<file path="config.mk">
export PLATFORM = sky130hd
export DESIGN_NAME = regfile_write_buffer
export DESIGN_NICKNAME = d
export VERILOG_FILES = /design/src/rtl/regfile_write_buffer.sv
export SDC_FILE = /design/constraint.sdc
export NUM_CORES = 1
export LEC_CHECK = 0
export BUFFER_PORTS_ARGS = -buffer_cell sky130_fd_sc_hd__buf_2
export CAP_MARGIN = 5
export CORE_ASPECT_RATIO = 2
export CORE_MARGIN = 10
export CORE_UTILIZATION = 37
export CTS_CLUSTER_DIAMETER = 60
export DETAILED_ROUTE_END_ITERATION = 8
export HOLD_SLACK_MARGIN = 0.02
export PLACE_DENSITY = 0.64
export SLEW_MARGIN = 20
export SYNTH_ARGS = -nofsm -noshare
export SYNTH_HDL_FRONTEND = slang
export SYNTH_SLANG_ARGS = --single-unit
</file>
<file path="constraint.sdc">
create_clock -name clk -period 4.84 [get_ports clk]
set_input_delay 1.21 -clock clk [delete_from_list [all_inputs] [get_ports clk]]
set_output_delay 1.21 -clock clk [all_outputs]
set_load 0.01 [all_outputs]
</file>
<file path="src/rtl/regfile_write_buffer.sv">
// rtl/regfile_write_buffer.sv - FIFO write buffer in front of the register file write port
//
// Queues writeback requests (in_rd/in_data) and retires one per cycle onto the
// register file write port (rd/writedata/regwrite). Reports pending writes to
// the read-side query addresses rs/rt.
//
// Ports:
//   clk, rst            rising-edge clock, synchronous active-high reset
//   in_valid/in_ready   writeback request handshake; in_rd, in_data request payload
//   wb_hold             suppresses draining this cycle
//   rd, writedata       registered register-file write address/data
//   regwrite            register-file write enable, one cycle per drained entry
//   rs, rt              read-side query addresses
//   pend_rs, pend_rt    a write to rs/rt is queued or on the write port
//   count               queued entries, excluding the output stage
//   fwd_rs_data,
//   fwd_rt_data         data of the youngest pending write to rs/rt
//                       (present only when WB_BYPASS_EN is defined)
//
// Optional feature macro: WB_BYPASS_EN

module regfile_write_buffer #(
    parameter int DEPTH  = 4,
    parameter int DATA_W = 32,
    parameter int ADDR_W = 5
) (
    input  logic                    clk,
    input  logic                    rst,
    input  logic                    in_valid,
    output logic                    in_ready,
    input  logic [ADDR_W-1:0]       in_rd,
    input  logic [DATA_W-1:0]       in_data,
    input  logic                    wb_hold,
    output logic [ADDR_W-1:0]       rd,
    output logic [DATA_W-1:0]       writedata,
    output logic                    regwrite,
    input  logic [ADDR_W-1:0]       rs,
    input  logic [ADDR_W-1:0]       rt,
    output logic                    pend_rs,
    output logic                    pend_rt,
    output logic [$clog2(DEPTH):0]  count
`ifdef WB_BYPASS_EN
    ,
    output logic [DATA_W-1:0]       fwd_rs_data,
    output logic [DATA_W-1:0]       fwd_rt_data
`endif
);

    localparam int PTR_W = $clog2(DEPTH);
    localparam int CNT_W = PTR_W + 1;
    localparam logic [CNT_W-1:0] FULL_CNT = CNT_W'(DEPTH);

    logic [ADDR_W-1:0] mem_rd   [DEPTH];
    logic [DATA_W-1:0] mem_data [DEPTH];
    logic [PTR_W-1:0]  wptr;
    logic [PTR_W-1:0]  rptr;
    logic              push;
    logic              pop;

    // in_ready looks only at count, so a full buffer refuses a request even
    // when an entry leaves in the same cycle.
    assign in_ready = (count < FULL_CNT);

    // Writes to register 0 complete the handshake but are discarded.
    assign push = in_valid && in_ready && (in_rd != '0);

    // Pop decision uses the pre-edge count: an entry pushed into an empty
    // buffer is never popped in that same edge.
    assign pop = !wb_hold && (count != '0);

    always_ff @(posedge clk) begin
        if (rst) begin
            wptr      <= '0;
            rptr      <= '0;
            count     <= '0;
            rd        <= '0;
            writedata <= '0;
            regwrite  <= 1'b0;
        end else begin
            if (push) begin
                mem_rd[wptr]   <= in_rd;
                mem_data[wptr] <= in_data;
                wptr           <= wptr + PTR_W'(1);
            end
            if (pop) begin
                rd        <= mem_rd[rptr];
                writedata <= mem_data[rptr];
                rptr      <= rptr + PTR_W'(1);
            end
            regwrite <= pop;
            count    <= count + CNT_W'(push) - CNT_W'(pop);
        end
    end

    // Scan occupied slots oldest to youngest so that, for forwarding, a later
    // match overrides an earlier one and the youngest write wins.
    logic             hit_rs;
    logic             hit_rt;
    logic [PTR_W-1:0] idx;

    always_comb begin
        hit_rs = regwrite && (rd == rs);
        hit_rt = regwrite && (rd == rt);
        idx    = rptr;
`ifdef WB_BYPASS_EN
        fwd_rs_data = (regwrite && (rd == rs)) ? writedata : '0;
        fwd_rt_data = (regwrite && (rd == rt)) ? writedata : '0;
`endif
        for (int k = 0; k < DEPTH; k++) begin
            idx = rptr + PTR_W'(k);
            if (CNT_W'(k) < count) begin
                if (mem_rd[idx] == rs) begin
                    hit_rs = 1'b1;
`ifdef WB_BYPASS_EN
                    fwd_rs_data = mem_data[idx];
`endif
                end
                if (mem_rd[idx] == rt) begin
                    hit_rt = 1'b1;
`ifdef WB_BYPASS_EN
                    fwd_rt_data = mem_data[idx];
`endif
                end
            end
        end
    end

    // Register 0 is never written, so it is never reported as pending.
    assign pend_rs = (rs != '0) && hit_rs;
    assign pend_rt = (rt != '0) && hit_rt;

endmodule

</file>
==> impl_metrics.csv, run 1 <==
group,metric,value,unit
run_status,outcome,"completed",
logic_synthesis,yosys_warnings,0,
detailed_routing,routed-via-count,4581,
logic_synthesis,synth.net_count,582,
placed_design,placed_cells,856,
cts,cts_tree,"built",
logic_synthesis,synth_cell_type_count,33,
final_layout,num-nets-final,663,
placed_design,portBuffers,94,
die,die_height,230.2,um
worst_setup_path,r2r_start,"count[1]",
timing,timing_hold_violations_final,0,
grt,grt.total_usage,12.86,%
timing,max_slew.worst_pin.slew,1069,ps
pwr,seqPwrFrac,45.9,%
cts,cts.htree.levels,4,
pwr,internal_power,3252,uW
die,core,0.02168,mm^2
cts,cts_buffer_depth,2,
cts,cts_root_buffer,"sky130_fd_sc_hd__clkbuf_16",
worst_setup_path,timing.rr.end,"count[2]",
timing,report.final.setup_viol,0,
pwr,power.leakage,0.003238,uW
job,cap_viol_max_count,0,
final_layout,area_growth_syn_to_layout,15.22,%
final_layout,final_cell_count_no_fill,890,
worst_setup_path,timing.reg2reg.setup_slack,2080,ps
detailed_routing,postRouteWirelength,18370,um
timing,slew_violations,0,
logic_synthesis,yosys-top-cells-area,"sky130_fd_sc_hd__edfxtp_1, sky130_fd_sc_hd__mux4_2, sky130_fd_sc_hd__dfxtp_1",
cts,clk-insertion-delay-late,430,ps
worst_setup_path,worstPathArrival,2810,ps
pwr,total_power,4605,uW
grt,first_global_vias,4882,
pwr,share_comb_of_total_power,25.2,%
detailed_routing,first_pass_iters,4,
worst_hold_path,hold_path_class,"reg2reg",
placed_design,post-dp-hpwl,12480,um
pwr,max-vdd-ir-drop,0.0002383,V
grt,maximum_number_of_pins_on_one_net_before_global_route_repair,48,
worst_setup_path,crit_path_end_kind,"output port",
worst_setup_path,critical_path_class,"reg2out",
grt,globalRoute.totalOverflow,0,
timing,finalWorstPathRequiredPeriod,4023,ps
die,die_footprint,0.02879,mm^2
timing,fin_skew,12.22,ps
pwr,power_density,489.0,mW/mm^2
pwr,clock_power_share,28.9,%
timing,final_min_period_over_clock_period,83.12,%
final_layout,most_common_library_cell_in_the_layout_ignoring_fill_and_taps,"sky130_fd_sc_hd__edfxtp_1",
logic_synthesis,netlist_instances,522,
worst_setup_path,setup.worst_path.start,"rptr[1]",
pwr,switchingPower,1353,uW
die,effective_utilization_at_floorplan,37.70,%
detailed_routing,dr.first_iter.drc_count,196,
logic_synthesis,number_of_flops_mapped_to_enable_cells_by_yosys,148,
cts,clk_sink_count,195,
cts,post_cts_resize_count,0,
logic_synthesis,syn_area_per_cell,15.66,um^2
logic_synthesis,post-synth-top-area-fraction,54.38,%
die,std_cell_rows,76,
final_layout,most-common-layout-cells,"sky130_fd_sc_hd__edfxtp_1, sky130_fd_sc_hd__buf_2, sky130_fd_sc_hd__nand2_1",
worst_setup_path,startpoint_type,"flop",
cts,clk_transition_reported_paths,70,ps
pwr,power.share.switching,29.39,%
timing,maxClockFrequency,248.6,MHz
detailed_routing,detail_route.drc_violations,0,
die,io-pin-count,95,
timing,slew_headroom,28.71,%
logic_synthesis,yosysSeqAreaShare,65.89,%
worst_setup_path,crit_path_max_fanout,20,
cts,postCtsHoldBufs,0,
grt,initial_antenna_violation_count,4,
cts,cts_buffers,17,
timing,final.setup.tns,0,ps
logic_synthesis,synth_flop_cell,"sky130_fd_sc_hd__edfxtp_1",
logic_synthesis,synthDominantAreaCellType,"sky130_fd_sc_hd__edfxtp_1",
logic_synthesis,ys_ff_latch,195,
final_layout,drive_above_1_share,29.22,%
worst_setup_path,required,3630,ps
logic_synthesis,postSynth.asyncResetShare,0,%
worst_setup_path,rr_worst_depth,10,
placed_design,routabilityCongestion,0.8446,
timing,unrepaired_setup_endpoints_after_global_routing,"false",
detailed_routing,postRouteAntennaNets,0,
grt,global_route_wire_length_before_repair,28110,um
worst_hold_path,hold_path_end,"writedata[19]",
logic_synthesis,syn-cell-area,0.008173,mm^2
worst_hold_path,whs_path_depth,2,
final_layout,final_core_utilization,43.43,%
detailed_routing,drt-wirelength-per-cell,20.64,um
cts,cts_setup_buffers,0,
die,floorplan.die.width,125.1,um
detailed_routing,routed_via_density,5.147,
worst_hold_path,worstHoldStart,"writedata[19]",
==> stage by stage <==
step / setup slack, ps / hold WS (ps) / cell area [um^2]
3_3_place_gp: 1089 / 442.2 / 8830
4_1_cts: 735.3 / 454.1 / 9394
2_1_floorplan: 1388 / 480.5 / 8173
6_report: 816.9 / 451.4 / 9417
3_5_place_dp: 1116 / 444.9 / 8830
5_1_grt: 669.3 / 484.0 / 9417
==> power by group through the flow <==
stage | logic (uW) | clock network (uW) | registers (uW)
global placement | 1170 | 0 | 2140
detailed placement | 1190 | 0 | 2150
finish | 1160 | 1330 | 2110
floorplan | 869 | 0 | 2120
global route | 1280 | 1440 | 2140
CTS | 1190 | 1360 | 2120
==> metal layers <==
metal | track usage (%) | share of wire (%) | up-vias | wire, um
met3 | 3.687 | 4.4 | 32 | 800
met4 | 6.182 | 3.2 | 4 | 585
met5 | 0 | 0.11 | - | 21
met2 | 24.26 | 57 | 97 | 10540
li1 | - | - | 2115 | -
met1 | 12.33 | 35 | 2333 | 6418
==> worst max-delay path by stage <==
stage / endpoint / slack [ps]
2_1_floorplan: pend_rt / 1390
3_3_place_gp: pend_rt / 1090
3_5_place_dp: count[2] / 1120
4_1_cts: pend_rs / 740
5_1_grt: pend_rs / 670
6_report: pend_rs / 820
==> cells by family after synthesis <==
| family | after synthesis | share of synthesized area (%) |
|---|---|---|
| DFF | 195 | 65.89 |
| and+or+nand+nor | 115 | 6.139 |
| muxes | 57 | 14.93 |
| xor gates and xnor gates | 54 | 5.787 |
| AOI/OAI and AO/OA | 48 | 3.123 |
| buffers and inverters | 44 | 2.664 |
| adders and majority gates | 9 | 1.470 |
==> critical path: stages, from the launching register on <==
cell and delay (ps):
sky130_fd_sc_hd__dfxtp_2 640, sky130_fd_sc_hd__mux4_1 670, sky130_fd_sc_hd__xnor2_1 250, sky130_fd_sc_hd__nand4_1 170, sky130_fd_sc_hd__nor3_1 260, sky130_fd_sc_hd__a311oi_1 90, sky130_fd_sc_hd__a21oi_1 140, sky130_fd_sc_hd__buf_2 150
==> cells in the mapped netlist (all sizes together), types with 3 or more instances <==
master,n
nor2,12
dfxtp,47
nor3,6
buf,14
inv,8
mux2i,6
or4,3
ha,8
xor2,25
edfxtp,148
nand4,5
nand2,76
mux4,50
nor4,4
xnor2,29
clkbuf,22
a21oi,40
and2,4
==> flip-flops by register name (all words and copies together) (netlist names), named ones only <==
signal and count:
count 3, mem_data 128, mem_rd 20, rd 5, regwrite 1, rptr 2
wptr 2, writedata 32
==> area by class of cell <==
type	count	area (um^2)
tap	273	341.6
sequential	195	5390
inverter	8	30.03
timing repair buffer	98	513.0
multi-input combinational	283	2575
clock inverter	11	102.6
clock buffer	21	461.7
antenna	1	2.502
fill	1967	12260
Note: power is estimated with default switching activity, not from simulation.
==> run 2, diff against run 1 <==
- clock period: 4.84 -> 3.95 ns (I/O delays scaled with it)
==> impl_metrics.csv, run 2 (synthesis results as in run 1) <==
group,metric,value,unit
placed_design,portBuffers,94,
pwr,max-vdd-ir-drop,0.0002382,V
final_layout,most_common_library_cell_in_the_layout_ignoring_fill_and_taps,"sky130_fd_sc_hd__edfxtp_1",
cts,post_cts_resize_count,0,
timing,final.setup.tns,0,ps
detailed_routing,routed_via_density,5.055,
cts,cts_buffer_depth,2,
die,die_footprint,0.02879,mm^2
final_layout,final_design_area_no_fill,0.009423,mm^2
die,effective_utilization_at_floorplan,37.70,%
placed_design,routabilityCongestion,0.8755,
die,std_cell_rows,76,
final_layout,max_reg_flops,128,
die,floorplan.die.width,125.1,um
timing,slew_headroom,29.12,%
grt,global_route_wire_length_before_repair,27770,um
cts,clk_transition_reported_paths,70,ps
worst_setup_path,crit_path_end_kind,"output port",
worst_setup_path,r2r_start,"count[1]",
detailed_routing,postRouteWirelength,17750,um
final_layout,regMostFlops,"mem_data",
grt,grt.total_usage,12.56,%
cts,cts_root_buffer,"sky130_fd_sc_hd__clkbuf_16",
placed_design,placement.setup.worst_slack,474.8,ps
final_layout,fillerInstances,1984,
timing,report.final.setup_viol,0,
timing,slew_violations,0,
job,cap_viol_max_count,0,
placed_design,post-dp-hpwl,12100,um
timing,unrepaired_setup_endpoints_after_global_routing,"false",
grt,globalRoute.totalOverflow,0,
cts,cts_buffers,17,
timing,final_min_period_over_clock_period,90.84,%
worst_setup_path,setup.worst_path.start,"rptr[1]",
cts,clk_sink_count,195,
worst_setup_path,critical_path.top_delay_family,"multiplexers",
cts,postCtsHoldBufs,0,
worst_setup_path,endpoint,"pend_rt",
pwr,power_density,602.0,mW/mm^2
worst_setup_path,path_cells,"mux4_1 -> xor2_1 -> nor4_2 -> a31oi_1 -> a21oi_1 -> buf_2",
final_layout,most-common-layout-cells,"sky130_fd_sc_hd__edfxtp_1, sky130_fd_sc_hd__buf_2, sky130_fd_sc_hd__nand2_1",
final_layout,final_core_utilization,43.46,%
cts,cts_setup_buffers,0,
final_layout,drive_above_1_share,28.69,%
placed_design,postPlaceCellArea,0.008845,mm^2
worst_setup_path,cell_with_the_largest_stage_delay_on_the_worst_path,"sky130_fd_sc_hd__mux4_1",
cts,cts.htree.levels,4,
timing,maxClockFrequency,278.7,MHz
worst_setup_path,rr_worst_depth,11,
timing,finalWorstPathRequiredPeriod,3588,ps
cts,cts_tree,"built",
timing,timing_hold_violations_final,0,
worst_setup_path,startpoint_type,"flop",
timing,max_slew.worst_pin.slew,1063,ps
grt,first_global_vias,4955,
detailed_routing,postRouteAntennaNets,0,
detailed_routing,drt-wirelength-per-cell,19.95,um
worst_setup_path,critical_path_class,"reg2out",
die,core,0.02168,mm^2
detailed_routing,routed-via-count,4499,
worst_setup_path,worstPathArrival,2600,ps
timing,postLayoutSetupSlackWorst,361.9,ps
worst_setup_path,timing.reg2reg.setup_slack,1500,ps
timing,fin_skew,7.432,ps
run_status,outcome,"completed",
worst_setup_path,crit_cells,6,
cts,clk-insertion-delay-late,440,ps
worst_setup_path,required,2960,ps
final_layout,layout_top_registers,"mem_data x128, writedata x32, mem_rd x20",
die,io-pin-count,95,
detailed_routing,first_pass_iters,5,
final_layout,antenna_cells,0,
final_layout,num-nets-final,664,
worst_hold_path,hold_path_class,"reg2reg",
detailed_routing,detail_route.drc_violations,0,
worst_setup_path,max_stage_delay,670,ps
pwr,power.leakage,0.003239,uW
final_layout,area_growth_syn_to_layout,15.29,%
worst_setup_path,timing.rr.end,"count[2]",
grt,initial_antenna_violation_count,2,
worst_setup_path,crit_path_max_fanout,18,
die,die_height,230.2,um
worst_setup_path,worst-path-buf-inv,1,
grt,maximum_number_of_pins_on_one_net_before_global_route_repair,47,
detailed_routing,dr.first_iter.drc_count,281,
[run 2: cell types whose count changed in the layout (fill, tap and decap cells not counted)]
cell | previous run | this run
sky130_fd_sc_hd__inv_6 | 2 | 0
sky130_fd_sc_hd__bufinv_16 | 1 | 3
sky130_fd_sc_hd__clkinv_1 | 0 | 2
sky130_fd_sc_hd__buf_4 | 3 | 5
sky130_fd_sc_hd__diode_2 | 1 | 0
sky130_fd_sc_hd__clkbuf_16 | 18 | 17
sky130_fd_sc_hd__clkbuf_1 | 3 | 5
sky130_fd_sc_hd__clkinv_4 | 2 | 1
sky130_fd_sc_hd__clkinv_2 | 3 | 1
sky130_fd_sc_hd__buf_12 | 1 | 0
[run 2: power breakdown]
group          leakage, uW  internal, uW  switching (uW)  total, uW
clock network     0.000269           990             695       1680
logic              0.00124           660             747       1410
registers          0.00173          2420             162       2580
[run 2: worst min path at each step]
stage / startpoint / endpoint / slack [ps] / cells past startpoint
after floorplan: writedata[0] / writedata[0] / 480 / 2
after global placement: writedata[6] / writedata[6] / 440 / 2
after detailed placement: writedata[6] / writedata[6] / 440 / 2
after CTS: writedata[6] / writedata[6] / 450 / 2
after global routing: writedata[5] / writedata[5] / 470 / 2
final: writedata[21] / writedata[21] / 450 / 2
[run 2: routing by layer]
metal	GRT usage [%]	share of wire, %
met5	0	0.073
met4	5.821	2.8
met3	3.963	4.9
met2	24.19	58
met1	11.44	34
[run 2: layout make-up]
class                   count  area (um^2)  share of cell area, %
multi-input cells         283         2575                  27.33
repair buffers             99        508.0                  5.391
clock inverters            10        133.9                  1.421
well taps                 273        341.6                  3.625
clock buffers              22        444.2                  4.714
flip-flops and latches    195         5390                  57.20
inverters                   8        30.03                 0.3187
[run 2: through the flow]
step           instances  hold slack, ps  total power [uW]
2_1_floorplan        522           480.5              3660
3_3_place_gp         858           440.5              4037
3_5_place_dp         858           443.3              4071
4_1_cts              890           452.9              5757
5_1_grt              890           473.4              5993
6_report             890           451.7              5673
[run 2: tightest hold or removal path: stages (launching register included)]
cell and delay (ps):
sky130_fd_sc_hd__dfxtp_1 310, sky130_fd_sc_hd__nand2_1 50, sky130_fd_sc_hd__a21oi_1 50
==> run 3, diff against run 2 <==
- CORE_UTILIZATION: 37 -> 45
- PLACE_DENSITY: 0.64 -> 0.73
==> impl_metrics.csv, run 3 (synthesis results as in run 1) <==
group,metric,value,unit
grt,initial_antenna_violation_count,2,
detailed_routing,drt-wirelength-per-cell,20.54,um
placed_design,portBuffers,94,
cts,postCtsHoldBufs,0,
worst_setup_path,worstPathArrival,2620,ps
cts,clk_sink_count,195,
detailed_routing,routed-via-count,4610,
worst_setup_path,crit_path_max_fanout,18,
worst_setup_path,required,2960,ps
die,effective_utilization_at_floorplan,45.95,%
pwr,max-vdd-ir-drop,0.0003201,V
detailed_routing,postRouteAntennaNets,0,
final_layout,regMostFlops,"mem_data",
cts,cts_buffers,17,
cts,cts_root_buffer,"sky130_fd_sc_hd__clkbuf_16",
die,io-pin-count,95,
timing,timing_hold_violations_final,0,
timing,report.final.setup_viol,0,
job,cap_viol_max_count,0,
cts,clk_transition_reported_paths,70,ps
final_layout,drive_above_1_share,29.55,%
worst_setup_path,startpoint_type,"flop",
timing,slew_headroom,30.61,%
final_layout,fillerInstances,1455,
worst_hold_path,hold_path_class,"reg2reg",
cts,cts_buffer_depth,2,
grt,grt.total_usage,14.44,%
die,die_footprint,0.02428,mm^2
final_layout,num-nets-final,663,
placed_design,post-dp-hpwl,11680,um
grt,maximum_number_of_pins_on_one_net_before_global_route_repair,47,
timing,slew_violations,0,
pwr,power_density,598.2,mW/mm^2
detailed_routing,first_pass_iters,4,
final_layout,antenna_cells,0,
die,die_height,210.6,um
timing,max_slew.worst_pin.slew,1041,ps
final_layout,area_growth_syn_to_layout,13.98,%
timing,unrepaired_setup_endpoints_after_global_routing,"false",
timing,final_min_period_over_clock_period,91.29,%
detailed_routing,postRouteWirelength,17030,um
worst_setup_path,crit_path_end_kind,"output port",
die,core,0.01778,mm^2
final_layout,most-common-layout-cells,"sky130_fd_sc_hd__edfxtp_1, sky130_fd_sc_hd__buf_2, sky130_fd_sc_hd__nand2_1",
pwr,power.leakage,0.003243,uW
final_layout,layout_top_registers,"mem_data x128, writedata x32, mem_rd x20",
final_layout,most_common_library_cell_in_the_layout_ignoring_fill_and_taps,"sky130_fd_sc_hd__edfxtp_1",
detailed_routing,detail_route.drc_violations,0,
timing,finalWorstPathRequiredPeriod,3606,ps
cts,cts_setup_buffers,0,
timing,final.setup.tns,0,ps
run_status,outcome,"completed",
timing,maxClockFrequency,277.3,MHz
worst_setup_path,critical_path_class,"reg2out",
final_layout,final_core_utilization,52.38,%
cts,clk-insertion-delay-late,440,ps
cts,cts.htree.levels,4,
die,std_cell_rows,69,
grt,global_route_wire_length_before_repair,26770,um
timing,fin_skew,12.29,ps
cts,post_cts_resize_count,0,
grt,first_global_vias,4915,
detailed_routing,routed_via_density,5.561,
grt,globalRoute.totalOverflow,0,
detailed_routing,dr.first_iter.drc_count,181,
die,floorplan.die.width,115.3,um
placed_design,routabilityCongestion,0.9376,
cts,cts_tree,"built",
final_layout,max_reg_flops,128,
run 3: cell count changes in the layout (fill, tap and decap cells not counted), sizes merged:
cell	delta
clkinv	-1
bufinv	-3
clkbuf	-3
clkinvlp	-3
buf	-1
inv	+10
run 3: worst paths after layout:
kind / start / end / slack, ps / depth (start not counted)
worst max register to register: count[1] / count[2] / 1330 / 10
worst max-delay path: rptr[0] / pend_rs / 340 / 7
worst min register to register: writedata[1] / writedata[1] / 450 / 2
worst min-delay path: writedata[1] / writedata[1] / 450 / 2
run 3: stage by stage:
| step | power [uW] | instances | cell area [um^2] | setup WS [ps] | hold WS [ps] |
|---|---|---|---|---|---|
| final | 5572 | 829 | 9315 | 344.2 | 453.1 |
| after global routing | 5856 | 829 | 9315 | 220.3 | 482.4 |
| after CTS | 5637 | 829 | 9315 | 334.8 | 453.9 |
| after detailed placement | 4041 | 797 | 8762 | 510.0 | 444.1 |
| after global placement | 4007 | 797 | 8762 | 560.0 | 445.4 |
| after floorplan | 3660 | 522 | 8173 | 933.8 | 480.5 |
run 3: critical path: stages, from the launching register on:
cell	delay, ps
sky130_fd_sc_hd__dfxtp_4	520
sky130_fd_sc_hd__mux4_1	650
sky130_fd_sc_hd__xnor2_1	170
sky130_fd_sc_hd__nand4_1	100
sky130_fd_sc_hd__nor3_1	340
sky130_fd_sc_hd__a31oi_1	100
sky130_fd_sc_hd__a21oi_1	160
sky130_fd_sc_hd__buf_2	140
run 3: final cells by class:
type | count | area [um^2] | area share [%]
Clock inverter | 13 | 110.1 | 1.182
Sequential cell | 195 | 5390 | 57.86
Inverter | 8 | 30.03 | 0.3224
Timing Repair Buffer | 98 | 500.5 | 5.373
Clock buffer | 19 | 442.9 | 4.755
Multi-Input combinational cell | 283 | 2575 | 27.64
Tap cell | 213 | 266.5 | 2.861
run 3: metal layers:
metal,vias to the layer above,GRT usage (%),wire length [um]
li1,2113,-,-
met1,2313,14.06,5770
met2,140,26.15,9603
met3,40,4.096,1004
met4,4,8.062,621
met5,-,0,32
run 3: report_power, final:
group / leakage, uW / switching, uW / internal (uW)
clock: 0.000278 / 760 / 844
combinational: 0.00124 / 737 / 655
sequential: 0.00173 / 159 / 2420
total: 0.00324 / 1660 / 3920
